## config.mk

```make
export PLATFORM = sky130hd
export DESIGN_NAME = icache_refill_ctrl
export DESIGN_NICKNAME = d
export VERILOG_FILES = /design/src/rtl/icache_refill_ctrl.sv
export SDC_FILE = /design/constraint.sdc
export NUM_CORES = 1
export LEC_CHECK = 0
export ABC_AREA = 0
export CAP_MARGIN = 40
export CORE_MARGIN = 8
export CORE_UTILIZATION = 24
export CTS_CLUSTER_SIZE = 10
export DETAILED_ROUTE_END_ITERATION = 10
export MAX_ROUTING_LAYER = met4
export PLACE_DENSITY = 0.66
export SETUP_SLACK_MARGIN = 0.05
export SLEW_MARGIN = 30
export SYNTH_ARGS = -nofsm -noshare
export SYNTH_HDL_FRONTEND = slang
export SYNTH_SLANG_ARGS = --single-unit
```

## constraint.sdc

```tcl
create_clock -name clk -period 1.6 [get_ports clk]
set_input_delay 0.48 -clock clk [delete_from_list [all_inputs] [get_ports clk]]
set_output_delay 0.48 -clock clk [all_outputs]
set_load 0.005 [all_outputs]
```

## src/rtl/icache_refill_ctrl.sv

```systemverilog
// Purpose : I-cache miss/refill controller; fetches one line from IRAM, writes data array then tag/valid.
// Latency : miss accepted at cycle 0, INSTALL at 1+N*WORDS_PER_LINE for N-cycle word spacing; stall drops next cycle.
// Backpress: none on the word stream (word_ready is a pulse, every word is consumed); fetch held by stall.
// Optional : ICACHE_EARLY_RESTART_EN adds early_valid/early_word and releases stall on the critical word.
module icache_refill_ctrl #(
  parameter int PC_W           = 32,
  parameter int WORD_W         = 32,
  parameter int WORDS_PER_LINE = 4,
  parameter int INDEX_W        = 6,
  localparam int OFF_W         = $clog2(WORDS_PER_LINE),
  localparam int TAG_W         = PC_W - INDEX_W - OFF_W - 2
) (
  input  logic                clk,
  input  logic                nrst,
  input  logic                lookup_miss,
  input  logic [PC_W-1:0]     miss_pc,
  input  logic                flush,
  input  logic                word_ready,
  input  logic [WORD_W-1:0]   imem_word,
  output logic                i_miss,
  output logic [PC_W-1:0]     iram_address,
  output logic                fill_we,
  output logic [INDEX_W-1:0]  fill_index,
  output logic [OFF_W-1:0]    fill_offset,
  output logic [WORD_W-1:0]   fill_data,
  output logic                tag_we,
  output logic [TAG_W-1:0]    fill_tag,
  output logic                stall,
  output logic                fill_done
`ifdef ICACHE_EARLY_RESTART_EN
  ,
  output logic                early_valid,
  output logic [WORD_W-1:0]   early_word
`endif
);

  typedef enum logic [1:0] {
    IDLE    = 2'd0,
    REFILL  = 2'd1,
    INSTALL = 2'd2
  } state_t;

  state_t              state_q, state_d;
  logic [OFF_W-1:0]    cnt_q;
  logic [PC_W-1:0]     addr_q;
  logic [INDEX_W-1:0]  idx_q;
  logic [TAG_W-1:0]    tag_q;
  logic                i_miss_q;
  logic                accept;
  logic                word_take;
  logic                last_word;
  logic                stall_base;

  // Address split of the missing byte PC.
  logic [PC_W-1:0]     pc_base;
  logic [INDEX_W-1:0]  pc_index;
  logic [TAG_W-1:0]    pc_tag;
  logic [OFF_W-1:0]    pc_offset;

  assign pc_base   = {2'b00, miss_pc[PC_W-1:OFF_W+2], {OFF_W{1'b0}}};
  assign pc_index  = miss_pc[INDEX_W+OFF_W+1:OFF_W+2];
  assign pc_tag    = miss_pc[PC_W-1:INDEX_W+OFF_W+2];
  assign pc_offset = miss_pc[OFF_W+1:2];

  // Byte-lane bits never matter; offset bits only matter with early restart.
  logic unused_pc_bits;
  assign unused_pc_bits = ^{miss_pc[1:0], pc_offset};

  assign word_take = (state_q == REFILL) && word_ready;
  assign last_word = word_take && (cnt_q == OFF_W'(WORDS_PER_LINE - 1));

  // Next-state and strobe decode; flush only gates acceptance, never aborts a refill.
  always_comb begin
    state_d    = state_q;
    accept     = 1'b0;
    fill_we    = 1'b0;
    tag_we     = 1'b0;
    fill_done  = 1'b0;
    stall_base = 1'b0;
    case (state_q)
      IDLE: begin
        if (lookup_miss && !flush) begin
          accept  = 1'b1;
          state_d = REFILL;
        end
      end
      REFILL: begin
        stall_base = 1'b1;
        fill_we    = word_ready;
        if (last_word) begin
          state_d = INSTALL;
        end
      end
      INSTALL: begin
        stall_base = 1'b1;
        tag_we     = 1'b1;
        fill_done  = 1'b1;
        state_d    = IDLE;
      end
      default: begin
        state_d = IDLE;
      end
    endcase
  end

  // State register; i_miss is a flop so it is high only for REFILL cycles and drops in INSTALL.
  always_ff @(posedge clk or negedge nrst) begin
    if (!nrst) begin
      state_q  <= IDLE;
      i_miss_q <= 1'b0;
    end else begin
      state_q  <= state_d;
      i_miss_q <= (state_d == REFILL);
    end
  end

  // Line context captured at miss acceptance; word counter walks the line in order.
  always_ff @(posedge clk or negedge nrst) begin
    if (!nrst) begin
      addr_q <= '0;
      idx_q  <= '0;
      tag_q  <= '0;
      cnt_q  <= '0;
    end else if (accept) begin
      addr_q <= pc_base;
      idx_q  <= pc_index;
      tag_q  <= pc_tag;
      cnt_q  <= '0;
    end else if (word_take) begin
      cnt_q  <= cnt_q + 1'b1;
    end
  end

  assign i_miss       = i_miss_q;
  assign iram_address = addr_q;
  assign fill_index   = idx_q;
  assign fill_offset  = cnt_q;
  assign fill_data    = imem_word;
  assign fill_tag     = tag_q;

`ifdef ICACHE_EARLY_RESTART_EN
  logic [OFF_W-1:0] crit_q;
  logic             flush_seen_q;
  logic             released_q;

  // Forward the critical word once, unless a flush has made the waiting fetch stale.
  assign early_valid = word_take && (cnt_q == crit_q) && !flush_seen_q && !flush;
  assign early_word  = imem_word;

  // Track critical offset, flush history and whether fetch was already let go.
  always_ff @(posedge clk or negedge nrst) begin
    if (!nrst) begin
      crit_q       <= '0;
      flush_seen_q <= 1'b0;
      released_q   <= 1'b0;
    end else if (accept) begin
      crit_q       <= pc_offset;
      flush_seen_q <= 1'b0;
      released_q   <= 1'b0;
    end else begin
      if ((state_q != IDLE) && flush) begin
        flush_seen_q <= 1'b1;
      end
      if (early_valid) begin
        released_q <= 1'b1;
      end
    end
  end

  assign stall = stall_base && !released_q;
`else
  assign stall = stall_base;
`endif

endmodule

```

==> metrics.cfg <==
[job]
maxCapViolCount = 0

[logic_synthesis]
syn_area_mm2 = 0.00196
synth_edf_count = 0
synthTopCellsByArea = dfrtp_1 (42%), buf_4 (25%), mux2_4 (20%), ha_1 (2.6%), buf_12 (2.0%)
synth_cells = 158
synth-seq-area-share_pct = 42.1
ys_ff_latch = 33
synthArstFlopShare_pct = 100
synthDistinctLibCells = 19
yosysWarnings = 0
ys_top_cells_by_count = buf_4 (65), dfrtp_1 (33), mux2_4 (26)
yosys.area.top_type_share_pct = 42.1
synth_largest_area_cell = dfrtp_1
syn_avg_cell_area_um2 = 12.4
synth_flop_cell = dfrtp_1
yosysMostFrequentCell = buf_4

[floorplan]
initial_core_util_pct = 24.4
core_area_mm2 = 0.00805
dieArea_mm2 = 0.0113
rows = 33
die_h_um = 106
ios = 168
die_w_um = 106

[placed_design]
globalplace.congestion = 0.663
port_buffers = 95
dp_slack_ps = -494
dpl_cell_area_mm2 = 0.00260
dp_hpwl_um = 3610

[cells_and_area]
nNetsFinal = 316
area_growth_pct = 56.5
fin_area_mm2 = 0.00307
antenna_cells = 0
drive_gt1_share_pct = 40.2

[timing]
whs_ps = 130
slew_viol_final = 0
setup_viol = 24
period_share_pct = 104
finalSetupTns_ps = -938
final-hold-violation-count = 0
timing.fmax_mhz = 603
clock_skew_ps = 6.39
rsz0062_at_grt = yes
fin_crit_ps = 1660
worst_slack_ps = -58.3

[power_and_ir_drop]
power_mw = 5.22
p_per_area_mw_per_mm2 = 1700
ir_drop_mv = 0.382
cellLeakagePower_nw = 1.48

[global_routing]
grt_max_degree = 18
grt_pass1_vias = 1478
grt_pass1_wl_um = 7700
antenna_found_initial = 0
overflow = 0
grt_use_total_pct = 8.83

[drt]
drt-total-wl_um = 5210
vias = 1356
wl_met3_um = 611
wl_met1_um = 2120
viasPerCell = 3.89
drtIter0Drc = 8
wl_per_cell_um = 14.9
ant_nets = 0
drtPass1Iterations = 2
top_layer = met4
drc_errors = 0
wl_met2_um = 2390

[critical_path]
crit_arrival_ps = 1820
cp-start-kind = flip-flop
crit_path_top_delay_cell = dfrtp_1
path_cells = inv_2, ha_4, and3b_2, buf_6, clkbuf_16, mux2_4
worst_r2r_path_depth = 6
worstPathMaxFanout = 5
max_stage_delay_ps = 430
worstSetupPathType = flip-flop to flip-flop
critical_path_required_ps = 1760
worstSetupEndpointType = flip-flop
rrSetupSlack_ps = -60
r2r_end = fill_tag[6]
reg2reg_from = state_q[0]

[clock_network]
clk_pin_slew_ps = 70
h-tree-depth = 2
cts_tree = done
clk_latency_ps = 280
ctsHoldBuffers = 0
clkSinkCount = 33
numCtsBuffers = 5
clock_path_buffers = 2
root_buffer = clkbuf_8

[outcome]
status = complete, but fails checks
violations = setup timing

[worst_hold_path]
min_path_type = input pin to async pin

[flip-flops by register name, indices dropped and copies added, names as in the netlist]
register,flops
fill_index,5
state_q,2
fill_offset,2
fill_tag,22
iram_address,1
i_miss,1
[placed cells by master, fill, tap and decap left out, types with 2 or more instances in the layout]
cell type         n
a21oi_1           4
buf_12            3
buf_4            37
buf_6            10
clkbuf_16         2
clkbuf_8          5
clkdlybuf4s15_1  13
clkdlybuf4s50_1  30
clkinv_2          2
conb_1            4
dfrtp_1          33
dlygate4sd2_1    47
ha_4              3
inv_1             2
inv_2             3
mux2_4           28
nand2_1           2
nor2_1            3
[how the worst max path moves through the flow]
stage | start | to | cells past startpoint
floorplan | state_q[0] | fill_index[0] | 6
global placement | word_ready | fill_we | 4
detailed placement | word_ready | fill_we | 4
CTS | state_q[1] | stall | 4
global route | state_q[1] | fill_tag[7] | 7
finish | state_q[0] | fill_tag[6] | 6
[layout make-up]
type | count | area (µm²)
inverter | 5 | 18.8
sequential | 33 | 826
clock inverter | 2 | 10.0
multi-input combinational | 54 | 634
fill | 785 | 4980
timing repair buffer | 144 | 1380
tap | 105 | 131
clock buffer | 6 | 72.6
[power by group]
part | internal, mW | total, mW | leakage [nW] | switching, mW
sequential | 1.24 | 1.49 | 0.393 | 0.250
combinational | 2.12 | 3.12 | 1.05 | 1.00
clock | 0.301 | 0.600 | 0.0450 | 0.298
[metal layers]
layer  up-vias  global-route usage [%]
li1        614                       -
met1       647                    9.53
met2        77                    13.8
met3        18                    3.87
met4         0                    3.92
met5         -                       -
[through the flow]
stage | std cells | util, %
5_1_grt | 349 | 38.1
3_5_place_dp | 300 | 32.3
6_report | 349 | 38.1
3_3_place_gp | 300 | 32.3
2_1_floorplan | 161 | -
4_1_cts | 347 | 37.3
[critical path: cells and delay by family (launching register included)]
family / cells / cell delay, ps
adders and majority gates: 1 / 140
buffers and inverters: 3 / 420
DFF: 1 / 430
muxes: 1 / 290
and+or+nand+nor: 1 / 250
[timing repair]
action	in CTS	in global routing
setup endpoints to repair	85	42
resized for setup	99	16
pin swaps	3	1
gates cloned	2	2
setup buffers	37	1
[kinds of logic after synthesis]
kind of cell / after synthesis / synth area share [%]
mux: 29 / 21.6
buf+inv: 74 / 29.0
flops: 33 / 42.1
other cells: 1 / 0.191
xor+xnor: 1 / 0.447
fa+ha+maj: 4 / 2.55
compound gates: 8 / 2.23
simple gates: 8 / 1.85
No activity file was read; power rests on OpenSTA's default activity.
